$ cat src/rtl/cnn_frame_scheduler_if.sv
// Purpose: bundles the scheduler's control, camera, engine and result signals.
// Latency: none, wiring only.
// Backpressure: none; the camera and engine are strobe/pulse driven.
//
// Modports:
//   master - the scheduler: samples control/camera/engine inputs, drives
//            cam_req, the engine pixel path and the published result.
//   slave  - the surrounding system: camera, engine and host control.
interface cnn_frame_scheduler_if;
    logic        enable;
    logic        start_now;
    logic        err_clear;
    logic        cam_req;
    logic [7:0]  cam_pixel;
    logic        cam_valid;
    logic [7:0]  cnn_pixel;
    logic        cnn_pixel_valid;
    logic        cnn_frame_start;
    logic        cnn_busy;
    logic        cnn_ready;
    logic        cnn_class;
    logic [7:0]  cnn_conf;
    logic        result_class;
    logic [7:0]  result_conf;
    logic        result_valid;
    logic [1:0]  error_code;
    logic [15:0] frames_done;
    logic [1:0]  sched_state;

    modport master (
        input  enable, start_now, err_clear,
        input  cam_pixel, cam_valid,
        input  cnn_busy, cnn_ready, cnn_class, cnn_conf,
        output cam_req, cnn_pixel, cnn_pixel_valid, cnn_frame_start,
        output result_class, result_conf, result_valid,
        output error_code, frames_done, sched_state
    );

    modport slave (
        output enable, start_now, err_clear,
        output cam_pixel, cam_valid,
        output cnn_busy, cnn_ready, cnn_class, cnn_conf,
        input  cam_req, cnn_pixel, cnn_pixel_valid, cnn_frame_start,
        input  result_class, result_conf, result_valid,
        input  error_code, frames_done, sched_state
    );
endinterface

$ cat src/rtl/cnn_frame_scheduler.sv
// Purpose: triggers camera frames, gates IMG_SIZE pixels into cnn_inference, publishes results.
// Latency: cam pixel -> cnn_pixel 1 cycle; cnn_ready -> result_valid/result fields 1 cycle.
// Backpressure: none; engine busy only defers a launch, stalls are caught by TIMEOUT_CYCLES.
//
// Ports: clk, rst_n (async, active-low) plus interface bus (master modport):
//   enable/start_now/err_clear  host control
//   cam_req, cam_pixel/cam_valid  camera frame request and pixel stream
//   cnn_pixel/cnn_pixel_valid, cnn_frame_start, cnn_busy, cnn_ready, cnn_class, cnn_conf  engine
//   result_class/result_conf/result_valid, error_code, frames_done, sched_state  status
// Optional macro CNN_SCHED_VOTE_EN: result_class becomes the majority of the
// last three classes returned by the engine (history resets to zeros).
module cnn_frame_scheduler #(
    parameter int IMG_SIZE       = 1024,
    parameter int PERIOD_CYCLES  = 1000000,
    parameter int TIMEOUT_CYCLES = 4096
) (
    input logic                   clk,
    input logic                   rst_n,
    cnn_frame_scheduler_if.master bus
);
    localparam int PW = $clog2(PERIOD_CYCLES);
    localparam int CW = $clog2(IMG_SIZE + 1);
    localparam int TW = $clog2(TIMEOUT_CYCLES + 1);
    localparam logic [PW-1:0] PERIOD_LAST = PW'(PERIOD_CYCLES - 1);
    localparam logic [CW-1:0] PIX_LAST    = CW'(IMG_SIZE - 1);
    localparam logic [TW-1:0] TO_LAST     = TW'(TIMEOUT_CYCLES - 1);

    typedef enum logic [1:0] {
        ST_IDLE     = 2'd0,
        ST_STREAM   = 2'd1,
        ST_WAIT_RES = 2'd2
    } state_t;

    state_t          state_q, state_d;
    logic [PW-1:0]   period_q, period_d;
    logic            pending_q, pending_d;
    logic [CW-1:0]   pix_q, pix_d;
    logic [TW-1:0]   to_q, to_d;
    logic            cam_req_q, cam_req_d;
    logic            start_q, start_d;
    logic [7:0]      pix_dat_q, pix_dat_d;
    logic            pix_vld_q, pix_vld_d;
    logic            res_class_q, res_class_d;
    logic [7:0]      res_conf_q, res_conf_d;
    logic            res_vld_q, res_vld_d;
    logic [1:0]      err_q, err_d;
    logic [15:0]     frames_q, frames_d;
    logic [1:0]      err_new;
    logic            trig;
    logic            launch;
`ifdef CNN_SCHED_VOTE_EN
    logic [2:0]      hist_q, hist_d;
`endif

    always_comb begin
        state_d     = state_q;
        period_d    = period_q;
        pending_d   = pending_q;
        pix_d       = pix_q;
        to_d        = to_q;
        cam_req_d   = 1'b0;
        start_d     = 1'b0;
        pix_dat_d   = pix_dat_q;
        pix_vld_d   = 1'b0;
        res_class_d = res_class_q;
        res_conf_d  = res_conf_q;
        res_vld_d   = 1'b0;
        err_d       = err_q;
        frames_d    = frames_q;
        err_new     = 2'b00;
        trig        = 1'b0;
        launch      = 1'b0;
`ifdef CNN_SCHED_VOTE_EN
        hist_d      = hist_q;
`endif

        // Period timer runs only while enabled; a wrap or a manual request
        // raises the one-deep pending trigger.
        if (bus.enable) begin
            trig = bus.start_now;
            if (period_q == PERIOD_LAST) begin
                period_d = '0;
                trig     = 1'b1;
            end else begin
                period_d = period_q + PW'(1);
            end
        end else begin
            period_d = '0;
        end

        case (state_q)
            ST_IDLE: begin
                if (pending_q && bus.enable && !bus.cnn_busy) begin
                    launch    = 1'b1;
                    state_d   = ST_STREAM;
                    cam_req_d = 1'b1;
                    start_d   = 1'b1;
                    pix_d     = '0;
                    to_d      = '0;
                end
            end
            ST_STREAM: begin
                if (bus.cam_valid) begin
                    // Leaving STREAM on the last pixel means any surplus
                    // pixels land in WAIT_RES and are never forwarded.
                    to_d      = '0;
                    pix_dat_d = bus.cam_pixel;
                    pix_vld_d = 1'b1;
                    if (pix_q == PIX_LAST) begin
                        state_d = ST_WAIT_RES;
                    end else begin
                        pix_d = pix_q + CW'(1);
                    end
                end else if (to_q == TO_LAST) begin
                    // Abort: a frame-start pulse rewinds the engine's pixel count.
                    err_new = 2'b01;
                    start_d = 1'b1;
                    state_d = ST_IDLE;
                end else begin
                    to_d = to_q + TW'(1);
                end
            end
            ST_WAIT_RES: begin
                if (bus.cnn_ready) begin
`ifdef CNN_SCHED_VOTE_EN
                    hist_d      = {hist_q[1:0], bus.cnn_class};
                    res_class_d = (hist_d[0] & hist_d[1]) | (hist_d[0] & hist_d[2]) |
                                  (hist_d[1] & hist_d[2]);
`else
                    res_class_d = bus.cnn_class;
`endif
                    res_conf_d  = bus.cnn_conf;
                    res_vld_d   = 1'b1;
                    frames_d    = frames_q + 16'd1;
                    state_d     = ST_IDLE;
                end else if (to_q == TO_LAST) begin
                    err_new = 2'b10;
                    state_d = ST_IDLE;
                end else begin
                    to_d = to_q + TW'(1);
                end
            end
            default: state_d = ST_IDLE;
        endcase

        // A trigger in the launch cycle is a fresh request and survives.
        pending_d = bus.enable & (trig | (pending_q & ~launch));

        // A newly detected error beats a simultaneous clear.
        if (err_new != 2'b00) begin
            err_d = err_new;
        end else if (bus.err_clear) begin
            err_d = 2'b00;
        end
    end

    always_ff @(posedge clk or negedge rst_n) begin
        if (!rst_n) begin
            state_q     <= ST_IDLE;
            period_q    <= '0;
            pending_q   <= 1'b0;
            pix_q       <= '0;
            to_q        <= '0;
            cam_req_q   <= 1'b0;
            start_q     <= 1'b0;
            pix_dat_q   <= 8'd0;
            pix_vld_q   <= 1'b0;
            res_class_q <= 1'b0;
            res_conf_q  <= 8'd0;
            res_vld_q   <= 1'b0;
            err_q       <= 2'b00;
            frames_q    <= 16'd0;
`ifdef CNN_SCHED_VOTE_EN
            hist_q      <= 3'b000;
`endif
        end else begin
            state_q     <= state_d;
            period_q    <= period_d;
            pending_q   <= pending_d;
            pix_q       <= pix_d;
            to_q        <= to_d;
            cam_req_q   <= cam_req_d;
            start_q     <= start_d;
            pix_dat_q   <= pix_dat_d;
            pix_vld_q   <= pix_vld_d;
            res_class_q <= res_class_d;
            res_conf_q  <= res_conf_d;
            res_vld_q   <= res_vld_d;
            err_q       <= err_d;
            frames_q    <= frames_d;
`ifdef CNN_SCHED_VOTE_EN
            hist_q      <= hist_d;
`endif
        end
    end

    assign bus.cam_req         = cam_req_q;
    assign bus.cnn_pixel       = pix_dat_q;
    assign bus.cnn_pixel_valid = pix_vld_q;
    assign bus.cnn_frame_start = start_q;
    assign bus.result_class    = res_class_q;
    assign bus.result_conf     = res_conf_q;
    assign bus.result_valid    = res_vld_q;
    assign bus.error_code      = err_q;
    assign bus.frames_done     = frames_q;
    assign bus.sched_state     = state_q;
endmodule

$ cat src/flat_wrapper.sv
// flat-port wrapper written by rule: the top's interface ports become plain ports
module cnn_frame_scheduler_flat 
#(
    parameter int IMG_SIZE       = 1024,
    parameter int PERIOD_CYCLES  = 1000000,
    parameter int TIMEOUT_CYCLES = 4096
)
  (clk, rst_n, bus_enable, bus_start_now, bus_err_clear, bus_cam_pixel, bus_cam_valid, bus_cnn_busy, bus_cnn_ready, bus_cnn_class, bus_cnn_conf, bus_cam_req, bus_cnn_pixel, bus_cnn_pixel_valid, bus_cnn_frame_start, bus_result_class, bus_result_conf, bus_result_valid, bus_error_code, bus_frames_done, bus_sched_state);
  cnn_frame_scheduler_if bus_i ();
  input logic clk;
  input logic rst_n;
  input wire logic [$bits(bus_i.enable)-1:0] bus_enable;
  input wire logic [$bits(bus_i.start_now)-1:0] bus_start_now;
  input wire logic [$bits(bus_i.err_clear)-1:0] bus_err_clear;
  input wire logic [$bits(bus_i.cam_pixel)-1:0] bus_cam_pixel;
  input wire logic [$bits(bus_i.cam_valid)-1:0] bus_cam_valid;
  input wire logic [$bits(bus_i.cnn_busy)-1:0] bus_cnn_busy;
  input wire logic [$bits(bus_i.cnn_ready)-1:0] bus_cnn_ready;
  input wire logic [$bits(bus_i.cnn_class)-1:0] bus_cnn_class;
  input wire logic [$bits(bus_i.cnn_conf)-1:0] bus_cnn_conf;
  output wire logic [$bits(bus_i.cam_req)-1:0] bus_cam_req;
  output wire logic [$bits(bus_i.cnn_pixel)-1:0] bus_cnn_pixel;
  output wire logic [$bits(bus_i.cnn_pixel_valid)-1:0] bus_cnn_pixel_valid;
  output wire logic [$bits(bus_i.cnn_frame_start)-1:0] bus_cnn_frame_start;
  output wire logic [$bits(bus_i.result_class)-1:0] bus_result_class;
  output wire logic [$bits(bus_i.result_conf)-1:0] bus_result_conf;
  output wire logic [$bits(bus_i.result_valid)-1:0] bus_result_valid;
  output wire logic [$bits(bus_i.error_code)-1:0] bus_error_code;
  output wire logic [$bits(bus_i.frames_done)-1:0] bus_frames_done;
  output wire logic [$bits(bus_i.sched_state)-1:0] bus_sched_state;
  assign bus_i.enable = bus_enable;
  assign bus_i.start_now = bus_start_now;
  assign bus_i.err_clear = bus_err_clear;
  assign bus_i.cam_pixel = bus_cam_pixel;
  assign bus_i.cam_valid = bus_cam_valid;
  assign bus_i.cnn_busy = bus_cnn_busy;
  assign bus_i.cnn_ready = bus_cnn_ready;
  assign bus_i.cnn_class = bus_cnn_class;
  assign bus_i.cnn_conf = bus_cnn_conf;
  assign bus_cam_req = bus_i.cam_req;
  assign bus_cnn_pixel = bus_i.cnn_pixel;
  assign bus_cnn_pixel_valid = bus_i.cnn_pixel_valid;
  assign bus_cnn_frame_start = bus_i.cnn_frame_start;
  assign bus_result_class = bus_i.result_class;
  assign bus_result_conf = bus_i.result_conf;
  assign bus_result_valid = bus_i.result_valid;
  assign bus_error_code = bus_i.error_code;
  assign bus_frames_done = bus_i.frames_done;
  assign bus_sched_state = bus_i.sched_state;
  cnn_frame_scheduler #(.IMG_SIZE(IMG_SIZE), .PERIOD_CYCLES(PERIOD_CYCLES), .TIMEOUT_CYCLES(TIMEOUT_CYCLES)) u_core (.clk(clk), .rst_n(rst_n), .bus(bus_i));
endmodule
$ cat config.mk
export PLATFORM = sky130hd
export DESIGN_NAME = cnn_frame_scheduler_flat
export DESIGN_NICKNAME = d
export VERILOG_FILES = /design/src/rtl/cnn_frame_scheduler_if.sv /design/src/rtl/cnn_frame_scheduler.sv /design/src/flat_wrapper.sv
export SDC_FILE = /design/constraint.sdc
export NUM_CORES = 1
export LEC_CHECK = 0
export ABC_AREA = 1
export CAP_MARGIN = 20
export CORE_MARGIN = 5
export CORE_UTILIZATION = 40
export CTS_CLUSTER_SIZE = 8
export DETAILED_ROUTE_END_ITERATION = 12
export PLACE_DENSITY = 0.63
export SLEW_MARGIN = 20
export SYNTH_ARGS = -nofsm -noshare
export SYNTH_HDL_FRONTEND = slang
export SYNTH_SLANG_ARGS = --single-unit
$ cat constraint.sdc
create_clock -name clk -period 1.8 [get_ports clk]
set_input_delay 0.27 -clock clk [delete_from_list [all_inputs] [get_ports clk]]
set_output_delay 0.27 -clock clk [all_outputs]
set_load 0.03 [all_outputs]
==> run_results.csv, run 1 <==
group,metric,value,unit
route,detail-route-antenna-nets,0,
run,cap_violations,0,
timing,fmax,576,MHz
route,drcViolationCount,0,
synth,synth_most_common_cell,"nand2_1",
floorplan,dieHeight,114,um
hold_path,hold_path.class,"in2async",
worst_setup_path,arrival,1.47,ns
synth,seq_area_frac_synth,0.494,
cells_and_area,final-seq-area,0.00215,mm^2
synth,synth-seq-cells,86,
synth,yosysWarnings,0,
clock_tree,clockBufferDepth,2,
route,wl_per_cell,12.7,um
worst_setup_path,critPathKind,"reg2out",
synth,synth_area_leaders,"dfrtp_1 49%, nand2_1 12%, inv_1 5.8%, nor2_1 5.2%, nand3_1 4.5%",
global_route,grt_use_total,0.162,
timing,relSlewSlack,0.671,
route,wirelength,10.1,mm
timing,slew_violations,0,
worst_setup_path,worst_setup_path_end_kind,"output pin",
floorplan,dieArea,0.0131,mm^2
worst_setup_path,path_cells,"clkdlybuf4s50_1",
timing,period_share,0.965,
cells_and_area,final_util,0.532,
synth,syn_inst,542,
worst_setup_path,slowest_delay,0.69,ns
worst_setup_path,crit_path_top_delay_cell,"clkdlybuf4s50_1",
route,via_per_inst,4.81,
power_and_ir_drop,p_seq_frac,0.377,
global_route,grt_pass1_vias,3775,
cells_and_area,drive_above_1_share,0.131,
timing,worst_pin_slew,0.493,ns
timing,final.min_clock_period,1.74,ns
global_route,grt_first_pass_wirelength,17.1,mm
clock_tree,cts_tree,"yes",
cells_and_area,multi_input_area,0.00197,mm^2
synth,ys.flop_type,"dfrtp_1",
power_and_ir_drop,internal_power,4210,uW
cells_and_area,stdcell_count,789,
synth,yosysTopAreaCell,"dfrtp_1",
power_and_ir_drop,p_sw,2650,uW
run_status,status,"finished, final reports clean",
clock_tree,cts_buffers,9,
synth,synth_fp_nets,575,
clock_tree,htree_num_levels,3,
global_route,antenna_found_initial,0,
placement,dp_hpwl,7.71,mm
power_and_ir_drop,power_density,1200,mW/mm^2
timing,rsz0062_at_grt,"yes",
worst_setup_path,r2r_setup_slack,0.09,ns
power_and_ir_drop,ir_drop,0.589,mV
timing,fin_skew,0.00550,ns
clock_tree,cts-root-buf,"clkbuf_8",
power_and_ir_drop,power.total,6860,uW
floorplan,io_pins,66,
cells_and_area,diodes,0,
cells_and_area,fillCellCount,1035,
worst_setup_path,cpLargestDelayFamily,"buffers and inverters",
worst_setup_path,crit_required,1.53,ns
route,drt_iter0_drc,193,
timing,setup_slack,0.0626,ns
floorplan,num_rows,38,
clock_tree,clock_sinks,86,
clock_tree,clkTransAtPathRegs,0.08,ns
synth,syn_area,0.00436,mm^2
timing,setup_tns,0,ns
timing,hold_violations,0,
floorplan,die_w,114,um
floorplan,core,0.0107,mm^2
synth,synth_edf_count,0,
synth,synth_commonest_cells,"144 x nand2_1, 86 x dfrtp_1, 67 x inv_1",
worst_setup_path,critPathMaxFanout,4,
worst_setup_path,cp_num_buf_inv,1,
synth,syn_avg_cell_area,8.04,um^2
synth,synth_top_area_frac,0.494,
timing,setup-violations-final,0,
cells_and_area,area_growth,31.0,%
route,dr.pass1.iters,4,
global_route,grt-ovfl-total,0,
clock_tree,clk_latency,0.36,ns
global_route,grt_max_degree,38,
placement,io_buffers,65,
route,via_count,3799,
power_and_ir_drop,power_frac_comb,0.407,
placement,routabilityCongestion,0.905,
power_and_ir_drop,clkPwrFrac,0.216,
cells_and_area,nets,677,
worst_setup_path,cp-start-kind,"flip-flop",
placement,dpl_worst_slack,-0.0415,ns
placement,dp_cells,769,
synth,async_flop_share,1.00,
power_and_ir_drop,p_leak,0.00288,uW
floorplan,start_util,0.406,
synth,ys_types,31,
power_and_ir_drop,p_sw_frac,0.387,
==> kinds of logic after synthesis <==
group,count (synthesis),synth area share
and+or+nand+nor,298,0.309
DFF,86,0.494
buffers and inverters,77,0.0672
AOI/OAI and AO/OA,51,0.0629
xor gates and xnor gates,22,0.0442
adders and majority gates,8,0.0230
==> cell usage in the layout (no fill, tap or decap), drive strengths merged <==
cell | netlist | final
a21oi | 23 | 23
a31o | 1 | 1
a31oi | 2 | 2
and3 | 1 | 1
buf | 4 | 32
bufinv | 0 | 2
clkbuf | 2 | 12
clkdlybuf4s50 | 0 | 52
clkinv | 0 | 2
dfrtp | 86 | 86
dlygate4sd2 | 0 | 3
dlygate4sd3 | 0 | 1
dlymetal6s2s | 0 | 9
ha | 8 | 8
inv | 71 | 71
nand2 | 153 | 153
nand3 | 40 | 40
nand3b | 1 | 1
nand4 | 15 | 15
nor2 | 68 | 68
nor3 | 18 | 18
nor3b | 2 | 2
o21a | 1 | 1
o21ai | 20 | 20
o21bai | 3 | 3
o31ai | 1 | 1
xnor2 | 5 | 5
xor2 | 17 | 17
==> worst register-to-register path, stage by stage, from the launching register on <==
cell and delay (ns):
dfrtp_2 0.43, inv_2 0.09, ha_4 0.18, nand2_4 0.11, nand2_1 0.08, a21oi_2 0.18
buf_6 0.17, nand4_1 0.13, nand2_1 0.11, nand2_1 0.05, nand2_1 0.05, inv_1 0.03
==> flip-flops by register name, indices dropped and copies added (netlist names), 2 cells and up <==
signal                  cells
u_core.bus.error_code       2
u_core.to_q                13
u_core.bus.frames_done     16
u_core.period_q            20
u_core.bus.sched_state      2
u_core.bus.result_conf      8
u_core.bus.cnn_pixel        8
u_core.pix_q               11
==> routing by layer <==
layer / wire, um / vias to the layer above / GRT usage
met3: 480 / 20 / 0.0375
li1: - / 1928 / -
met2: 4720 / 94 / 0.269
met1: 4660 / 1757 / 0.204
met5: 0 / - / 0
met4: 201 / 0 / 0.0618
==> final timing paths <==
kind | from | endpoint | depth (start not counted)
setup / recovery | u_core.bus.frames_done[11]$_DFFE_PN0P_ | bus_frames_done[11] | 1
hold / removal | rst_n | u_core.bus.frames_done[9]$_DFFE_PN0P_ | 2
setup reg to reg | u_core.bus.sched_state[0]$_DFFE_PN0P_ | u_core.to_q[9]$_DFFE_PN0P_ | 11
hold reg to reg | u_core.bus.cnn_pixel[4]$_DFFE_PN0P_ | u_core.bus.cnn_pixel[4]$_DFFE_PN0P_ | 2
max in group asynchronous | rst_n | u_core.to_q[1]$_DFFE_PN0P_ | 3
min in group clk | bus_cnn_conf[5] | u_core.bus.result_conf[5]$_DFFE_PN0P_ | 3
==> power groups by stage <==
| stage | Sequential [uW] | Clock (uW) | Combinational (uW) |
|---|---|---|---|
| 2_1_floorplan | 3080 | 0 | 1090 |
| 3_3_place_gp | 2600 | 0 | 2670 |
| 3_5_place_dp | 2610 | 0 | 2730 |
| 4_1_cts | 2580 | 1530 | 2710 |
| 5_1_grt | 2640 | 1620 | 3040 |
| 6_report | 2590 | 1480 | 2790 |
==> timing repair <==
action	CTS	global route
resized for setup	3	26
endpoints found under the hold margin	35	0
hold buffers	1	0
setup buffers	0	3
endpoints found under the setup margin	3	32
pin swaps	0	5
==> layout make-up <==
| type | count | share of cell area |
|---|---|---|
| Clock buffer | 12 | 0.0254 |
| Clock inverter | 4 | 0.0123 |
| Inverter | 71 | 0.0467 |
| Multi-Input combinational cell | 379 | 0.346 |
| Sequential cell | 86 | 0.377 |
| Tap cell | 140 | 0.0307 |
| Timing Repair Buffer | 97 | 0.162 |
==> per-stage QoR <==
step	instance area, um^2	hold slack (ns)
after floorplan	4360	-0.0256
after global placement	5380	0.265
after detailed placement	5380	0.268
after CTS	5600	0.409
after global routing	5710	0.427
final	5710	0.412
No activity file was read; power rests on OpenSTA's default activity.
==> inputs of run 2 (changes only) <==
--- a/config.mk
+++ b/config.mk
@@ -5,13 +5,13 @@
 export SDC_FILE = /design/constraint.sdc
 export NUM_CORES = 1
 export LEC_CHECK = 0
-export ABC_AREA = 1
+export ABC_AREA = 0
 export CAP_MARGIN = 20
 export CORE_MARGIN = 5
 export CORE_UTILIZATION = 40
 export CTS_CLUSTER_SIZE = 8
 export DETAILED_ROUTE_END_ITERATION = 12
-export PLACE_DENSITY = 0.63
+export PLACE_DENSITY = 0.64
 export SLEW_MARGIN = 20
 export SYNTH_ARGS = -nofsm -noshare
 export SYNTH_HDL_FRONTEND = slang
==> run 2 against run 1 <==
Against the previous run:
- the run now ends with setup timing left
- clock power fell by 8%
- clock skew rose by 0.0083 ns
- maximum frequency decreased by 6.6%
- total power fell by 26%
- sequential share of layout area increased by 0.066 points
- critical path depth rose by 6
- first-iteration DRC count decreased by 42%
- setup slack got worse by 0.12 ns
- global-route usage is essentially flat
- sequential power shrank 14%
==> run_results.csv, run 2 <==
group,metric,value,unit
run_status,status,"finished with violations",
run_status,violations,"setup timing",
timing,hold_violations,0,
cells_and_area,drive_above_1_share,0.245,
clock_tree,cts_tree,"yes",
worst_setup_path,r2r_start,"u_core.bus.sched_state[1]$_DFFE_PN0P_",
placement,dp_hpwl,7.00,mm
synth,yosysWarnings,0,
clock_tree,clock_sinks,86,
synth,synth_area_leaders,"dfrtp_1 53%, xnor2_1 5.6%, nand2_1 5.4%, nor2_1 4.1%, xor2_1 3.7%",
cells_and_area,fillCellCount,850,
timing,fin_skew,0.0137,ns
run,cap_violations,0,
synth,synth-seq-cells,86,
timing,setup_tns,-0.0616,ns
timing,final.min_clock_period,1.86,ns
worst_setup_path,reg2reg_to,"u_core.pix_q[1]$_DFFE_PN0P_",
cells_and_area,top_register,"u_core.period_q",
clock_tree,htree_num_levels,3,
hold_path,hold_path.class,"in2async",
synth,synth_fp_nets,432,
route,via_count,3403,
power_and_ir_drop,p_seq_frac,0.439,
route,met2_length,4.67,mm
floorplan,die_w,111,um
synth,async_flop_share,1.00,
power_and_ir_drop,p_sw,1700,uW
route,via_per_inst,5.10,
floorplan,start_util,0.412,
worst_setup_path,critPathMaxFanout,5,
worst_setup_path,r2r_cells,7,
power_and_ir_drop,p_sw_frac,0.334,
power_and_ir_drop,power_density,895,mW/mm^2
global_route,grt_first_pass_wirelength,16.6,mm
clock_tree,clkTransAtPathRegs,0.11,ns
synth,synth_top_area_frac,0.529,
cells_and_area,final_cell_mix,"84 x dfrtp_1, 58 x buf_4, 56 x nand2_1, 52 x clkdlybuf4s50_1, 43 x nor2_1",
cells_and_area,stdcell_count,667,
worst_setup_path,endpoint,"u_core.pix_q[1]$_DFFE_PN0P_",
timing,period_share,1.03,
route,detail-route-antenna-nets,0,
power_and_ir_drop,power_frac_comb,0.295,
synth,synth_most_common_cell,"dfrtp_1",
global_route,antenna_found_initial,0,
timing,slew_violations,0,
floorplan,core,0.00986,mm^2
route,dr_wl_met3,514,um
timing,setup_slack,-0.0606,ns
synth,ys_types,49,
floorplan,io_pins,66,
clock_tree,clk_latency,0.37,ns
cells_and_area,layout_commonest_cell,"dfrtp_1",
power_and_ir_drop,ir_drop,0.724,mV
route,drt_iter0_drc,112,
clock_tree,cts_buffers,9,
clock_tree,clockBufferDepth,2,
worst_setup_path,worst_setup_path_end_kind,"flip-flop",
global_route,grt_use_total,0.161,
placement,dpl_worst_slack,-0.384,ns
worst_setup_path,arrival,2.12,ns
power_and_ir_drop,clkPwrFrac,0.266,
placement,routabilityCongestion,0.808,
timing,worst_pin_slew,0.438,ns
cells_and_area,diodes,0,
worst_setup_path,r2r_setup_slack,-0.06,ns
synth,syn_inst,399,
cells_and_area,area_growth,40.3,%
worst_setup_path,cp-start-kind,"flip-flop",
clock_tree,cts-root-buf,"clkbuf_8",
route,wirelength,9.79,mm
cells_and_area,largest_reg_flops,20,
global_route,grt_max_degree,38,
power_and_ir_drop,internal_power,3400,uW
worst_setup_path,crit_required,2.06,ns
placement,dp_cells,642,
synth,syn_avg_cell_area,10.2,um^2
cells_and_area,nets,562,
power_and_ir_drop,power.total,5100,uW
timing,setup-violations-final,2,
route,wl_per_cell,14.7,um
global_route,grt-ovfl-total,0,
timing,relSlewSlack,0.708,
timing,fmax,537,MHz
route,dr.pass1.iters,4,
placement,io_buffers,65,
synth,ys.flop_type,"dfrtp_1",
synth,seq_area_frac_synth,0.529,
power_and_ir_drop,p_leak,0.00267,uW
global_route,grt_pass1_vias,3470,
synth,synth_commonest_cells,"86 x dfrtp_1, 59 x nand2_1, 44 x nor2_1",
timing,timing.hold.ws,0.381,ns
floorplan,dieHeight,111,um
route,drcViolationCount,0,
timing,rsz0062_at_grt,"yes",
route,dr.max_layer_used,"met4",
synth,syn_area,0.00407,mm^2
synth,synth_edf_count,0,
floorplan,dieArea,0.0123,mm^2
worst_setup_path,critPathKind,"reg2reg",
synth,yosysTopAreaCell,"dfrtp_1",
route,drt-met1-wl,4.47,mm
floorplan,num_rows,36,
worst_setup_path,critPathLaunch,"u_core.bus.sched_state[1]$_DFFE_PN0P_",
run 2: cell types whose count changed after synthesis, sizes merged, moves of 14 or more:
cell	delta
nor2	-23
nand3	-14
inv	-61
xnor2	+21
nand2	-93
a21oi	-16
run 2: through the flow:
stage | utilization | area [um^2]
after floorplan | - | 4120
after detailed placement | 0.537 | 5300
after global routing | 0.578 | 5700
after global placement | 0.537 | 5300
final | 0.578 | 5700
after CTS | 0.563 | 5560
run 2: critical path, stage by stage, from the launching register on:
cell,delay (ns)
dfrtp_2,0.40
inv_2,0.07
ha_4,0.17
nor2b_4,0.14
a211o_4,0.37
nor2_4,0.12
mux2_4,0.30
a22o_1,0.20
run 2: logic make-up after synthesis:
kind of cell | after synthesis | synth area share
adder cells (fa/ha/maj) | 8 | 0.0246
XOR/XNOR | 43 | 0.0926
multiplexers | 9 | 0.0249
AO/OA/AOI/OAI | 47 | 0.0803
flip-flops | 86 | 0.529
buffers and inverters | 18 | 0.0188
AND/OR/NAND/NOR | 188 | 0.229
run 2: power by group through the flow:
stage | combinational, uW | clock, uW | sequential [uW]
after floorplan | 575 | 0 | 2480
after global placement | 1370 | 0 | 2270
after detailed placement | 1400 | 0 | 2270
after CTS | 1460 | 1410 | 2240
after global routing | 1630 | 1480 | 2270
final | 1500 | 1360 | 2240
run 2: how the worst min path moves through the flow:
stage                                             endpoint  slack, ns
finish              u_core.bus.frames_done[13]$_DFFE_PN0P_       0.38
global route        u_core.bus.frames_done[13]$_DFFE_PN0P_       0.42
CTS                  u_core.bus.result_conf[7]$_DFFE_PN0P_       0.38
detailed placement             u_core.to_q[10]$_DFFE_PN0P_       0.24
global placement               u_core.to_q[10]$_DFFE_PN0P_       0.24
floorplan                     u_core.bus.cam_req$_DFF_PN0_      -0.03
run 2: layout make-up:
| class | count | area [um^2] | share of cell area |
|---|---|---|---|
| Inverter | 10 | 37.5 | 0.00658 |
| Sequential cell | 86 | 2150 | 0.378 |
| Clock buffer | 9 | 124 | 0.0217 |
| Multi-Input combinational cell | 296 | 2020 | 0.354 |
| Clock inverter | 7 | 71.3 | 0.0125 |
| Tap cell | 133 | 166 | 0.0292 |
| Timing Repair Buffer | 126 | 1130 | 0.198 |
run 2: metal layers:
metal	vias up	global-route usage
li1	1650	-
met1	1665	0.215
met2	74	0.258
met3	14	0.0431
met4	0	0.0493
met5	-	0
run 2: what timing repair did:
item | CTS | global route
buffers inserted | 3 | 4
cloned | 1 | 0
endpoints found under the setup margin | 25 | 50
hold buffers | 1 | 0
endpoints found under the hold margin | 31 | 0
pin swaps | 5 | 5
gates resized for setup | 15 | 31
==> inputs of run 3 (changes only) <==
--- a/config.mk
+++ b/config.mk
@@ -11,7 +11,7 @@
 export CORE_UTILIZATION = 40
 export CTS_CLUSTER_SIZE = 8
 export DETAILED_ROUTE_END_ITERATION = 12
-export PLACE_DENSITY = 0.64
+export PLACE_DENSITY_LB_ADDON = 0.3
 export SLEW_MARGIN = 20
 export SYNTH_ARGS = -nofsm -noshare
 export SYNTH_HDL_FRONTEND = slang
==> run 3 against run 2 <==
Against the previous run:
- the flow still finishes with violations (setup timing)
- worst hold slack improved by 0.047 ns
- clock power fell by 6%
- cell count up 0.45%
- design area shrank 0.29%
- via count up 1.6%
- sequential power about the same
- clock skew down 0.0041 ns
- largest cell class unchanged
- non-clock buffer count grew 3
==> run_results.csv, run 3 (synthesis results as in run 2) <==
group,metric,value,unit
clock_tree,clock_sinks,86,
global_route,grt_use_total,0.164,
route,drt_iter0_drc,161,
global_route,grt-ovfl-total,0,
route,dr.pass1.iters,4,
run,cap_violations,0,
cells_and_area,drive_above_1_share,0.238,
placement,dpl_cell_area,0.00532,mm^2
cells_and_area,top_register,"u_core.period_q",
cells_and_area,largest_reg_flops,20,
run_status,violations,"setup timing",
floorplan,start_util,0.412,
cells_and_area,final_util,0.576,
clock_tree,clockBufferDepth,2,
worst_setup_path,r2r_cells,7,
power_and_ir_drop,ir_drop,0.677,mV
cells_and_area,layout_commonest_cell,"dfrtp_1",
cells_and_area,stdcell_area,0.00569,mm^2
timing,slew_violations,0,
route,drcViolationCount,0,
timing,rsz0062_at_grt,"yes",
worst_setup_path,crit_required,2.05,ns
timing,setup_slack,-0.0771,ns
placement,routabilityCongestion,0.790,
power_and_ir_drop,clkPwrFrac,0.251,
global_route,grt_pass1_vias,3530,
worst_setup_path,arrival,2.13,ns
floorplan,io_pins,66,
worst_setup_path,critPathMaxFanout,5,
clock_tree,cts-root-buf,"clkbuf_8",
power_and_ir_drop,p_leak,0.00267,uW
worst_setup_path,slowest_delay,0.41,ns
clock_tree,cts_tree,"yes",
cells_and_area,fillCellCount,816,
cells_and_area,final_cell_mix,"84 x dfrtp_1, 61 x buf_4, 57 x nand2_1, 52 x clkdlybuf4s50_1, 41 x nor2_1",
clock_tree,clk_latency,0.37,ns
power_and_ir_drop,p_sw,1660,uW
route,via_per_inst,5.16,
cells_and_area,area_growth,39.9,%
cells_and_area,diodes,0,
run_status,status,"finished with violations",
clock_tree,cts_buffers,9,
cells_and_area,nets,565,
global_route,antenna_found_initial,0,
route,detail-route-antenna-nets,0,
timing,fmax,533,MHz
worst_setup_path,cp-start-kind,"flip-flop",
route,wl_per_cell,15.2,um
worst_setup_path,path_cells,"inv_4 > ha_4 > nor2b_4 > a211o_4 > nor2_4 > mux2_4 > a22o_1",
route,wirelength,10.2,mm
floorplan,core,0.00986,mm^2
timing,relSlewSlack,0.606,
timing,worst_pin_slew,0.591,ns
clock_tree,clkTransAtPathRegs,0.09,ns
worst_setup_path,worst_setup_path_end_kind,"flip-flop",
timing,fin_skew,0.00964,ns
hold_path,hold_path.class,"in2reg",
clock_tree,htree_num_levels,3,
floorplan,dieHeight,111,um
power_and_ir_drop,power_density,895,mW/mm^2
placement,dp_hpwl,7.07,mm
power_and_ir_drop,internal_power,3420,uW
power_and_ir_drop,p_sw_frac,0.327,
cells_and_area,final-seq-area,0.00215,mm^2
timing,setup-violations-final,5,
floorplan,die_w,111,um
worst_setup_path,critPathKind,"reg2reg",
worst_setup_path,crit_path_top_delay_cell,"dfrtp_2",
timing,final.min_clock_period,1.88,ns
timing,period_share,1.04,
route,via_count,3457,
timing,hold_violations,0,
floorplan,dieArea,0.0123,mm^2
power_and_ir_drop,p_seq_frac,0.442,
global_route,grt_max_degree,46,
cells_and_area,multi_input_area,0.00199,mm^2
floorplan,num_rows,36,
timing,setup_tns,-0.202,ns
placement,io_buffers,65,
global_route,grt_first_pass_wirelength,16.7,mm
hold_path,whs_path_depth,3,
power_and_ir_drop,power_frac_comb,0.307,
run 3: changes by cell type in the layout (fill, tap and decap cells not counted), moves of 2 or more:
cell	previous run	this run
buf_4	58	61
o21ai_1	5	3
inv_8	4	0
nor4_2	4	0
clkinvlp_4	0	3
o31ai_2	3	1
nor2_1	43	41
nor2_2	1	3
o31ai_1	2	4
nor4_1	3	6
run 3: worst paths after layout:
kind / slack [ns] / end / start
min in group asynchronous: 0.46 / u_core.pix_q[3]$_DFFE_PN0P_ / rst_n
max: -0.08 / u_core.pix_q[1]$_DFFE_PN0P_ / u_core.bus.sched_state[1]$_DFFE_PN0P_
min: 0.43 / u_core.bus.result_conf[0]$_DFFE_PN0P_ / bus_cnn_conf[0]
max reg2reg: -0.08 / u_core.pix_q[1]$_DFFE_PN0P_ / u_core.bus.sched_state[1]$_DFFE_PN0P_
max in group asynchronous: 0.75 / u_core.period_q[4]$_DFF_PN0_ / rst_n
min reg2reg: 0.47 / u_core.bus.frames_done[15]$_DFFE_PN0P_ / u_core.bus.frames_done[15]$_DFFE_PN0P_
run 3: area by class of cell:
cell class / instances / share of cell area
sequential: 86 / 0.379
multi-input combinational: 296 / 0.349
clock inverter: 6 / 0.00792
inverter: 10 / 0.00704
tap: 133 / 0.0293
timing repair buffer: 129 / 0.203
clock buffer: 10 / 0.0242
run 3: power by group through the flow:
stage / Clock, uW / Sequential, uW / Combinational, uW
final: 1280 / 2250 / 1560
after global routing: 1390 / 2270 / 1680
after CTS: 1300 / 2250 / 1480
after detailed placement: 0 / 2280 / 1400
after global placement: 0 / 2270 / 1380
after floorplan: 0 / 2480 / 575
run 3: per-layer routing:
metal  up-vias  routed length (um)  GRT usage
li1       1665                   -          -
met1      1682                4560      0.210
met2        95                4920      0.267
met3        15                 531     0.0448
met4         0                 180     0.0599
met5         -                   0          0
run 3: through the flow:
stage / total power, uW / hold WS, ns / instances / setup WS [ns]
after floorplan: 3060 / -0.0256 / 399 / -0.180
after global placement: 3650 / 0.316 / 645 / -0.325
after detailed placement: 3680 / 0.315 / 645 / -0.361
after CTS: 5030 / 0.407 / 665 / -0.0615
after global routing: 5340 / 0.417 / 670 / -0.113
final: 5090 / 0.428 / 670 / -0.0771
run 3: what timing repair did:
item	in CTS	in global routing
buffers inserted	2	4
pin swaps	7	8
gates cloned	1	1
endpoints found under the setup margin	41	51
endpoints found under the hold margin	41	0
gates resized for setup	15	24
hold buffers	1	0
run 3: critical path, delay by kind of cell, from the launching register on:
| family | cells | cell delay [ns] |
|---|---|---|
| AOI/OAI and AO/OA | 2 | 0.55 |
| adders and majority gates | 1 | 0.17 |
| buffers and inverters | 1 | 0.06 |
| DFF | 1 | 0.41 |
| muxes | 1 | 0.31 |
| and+or+nand+nor | 2 | 0.26 |
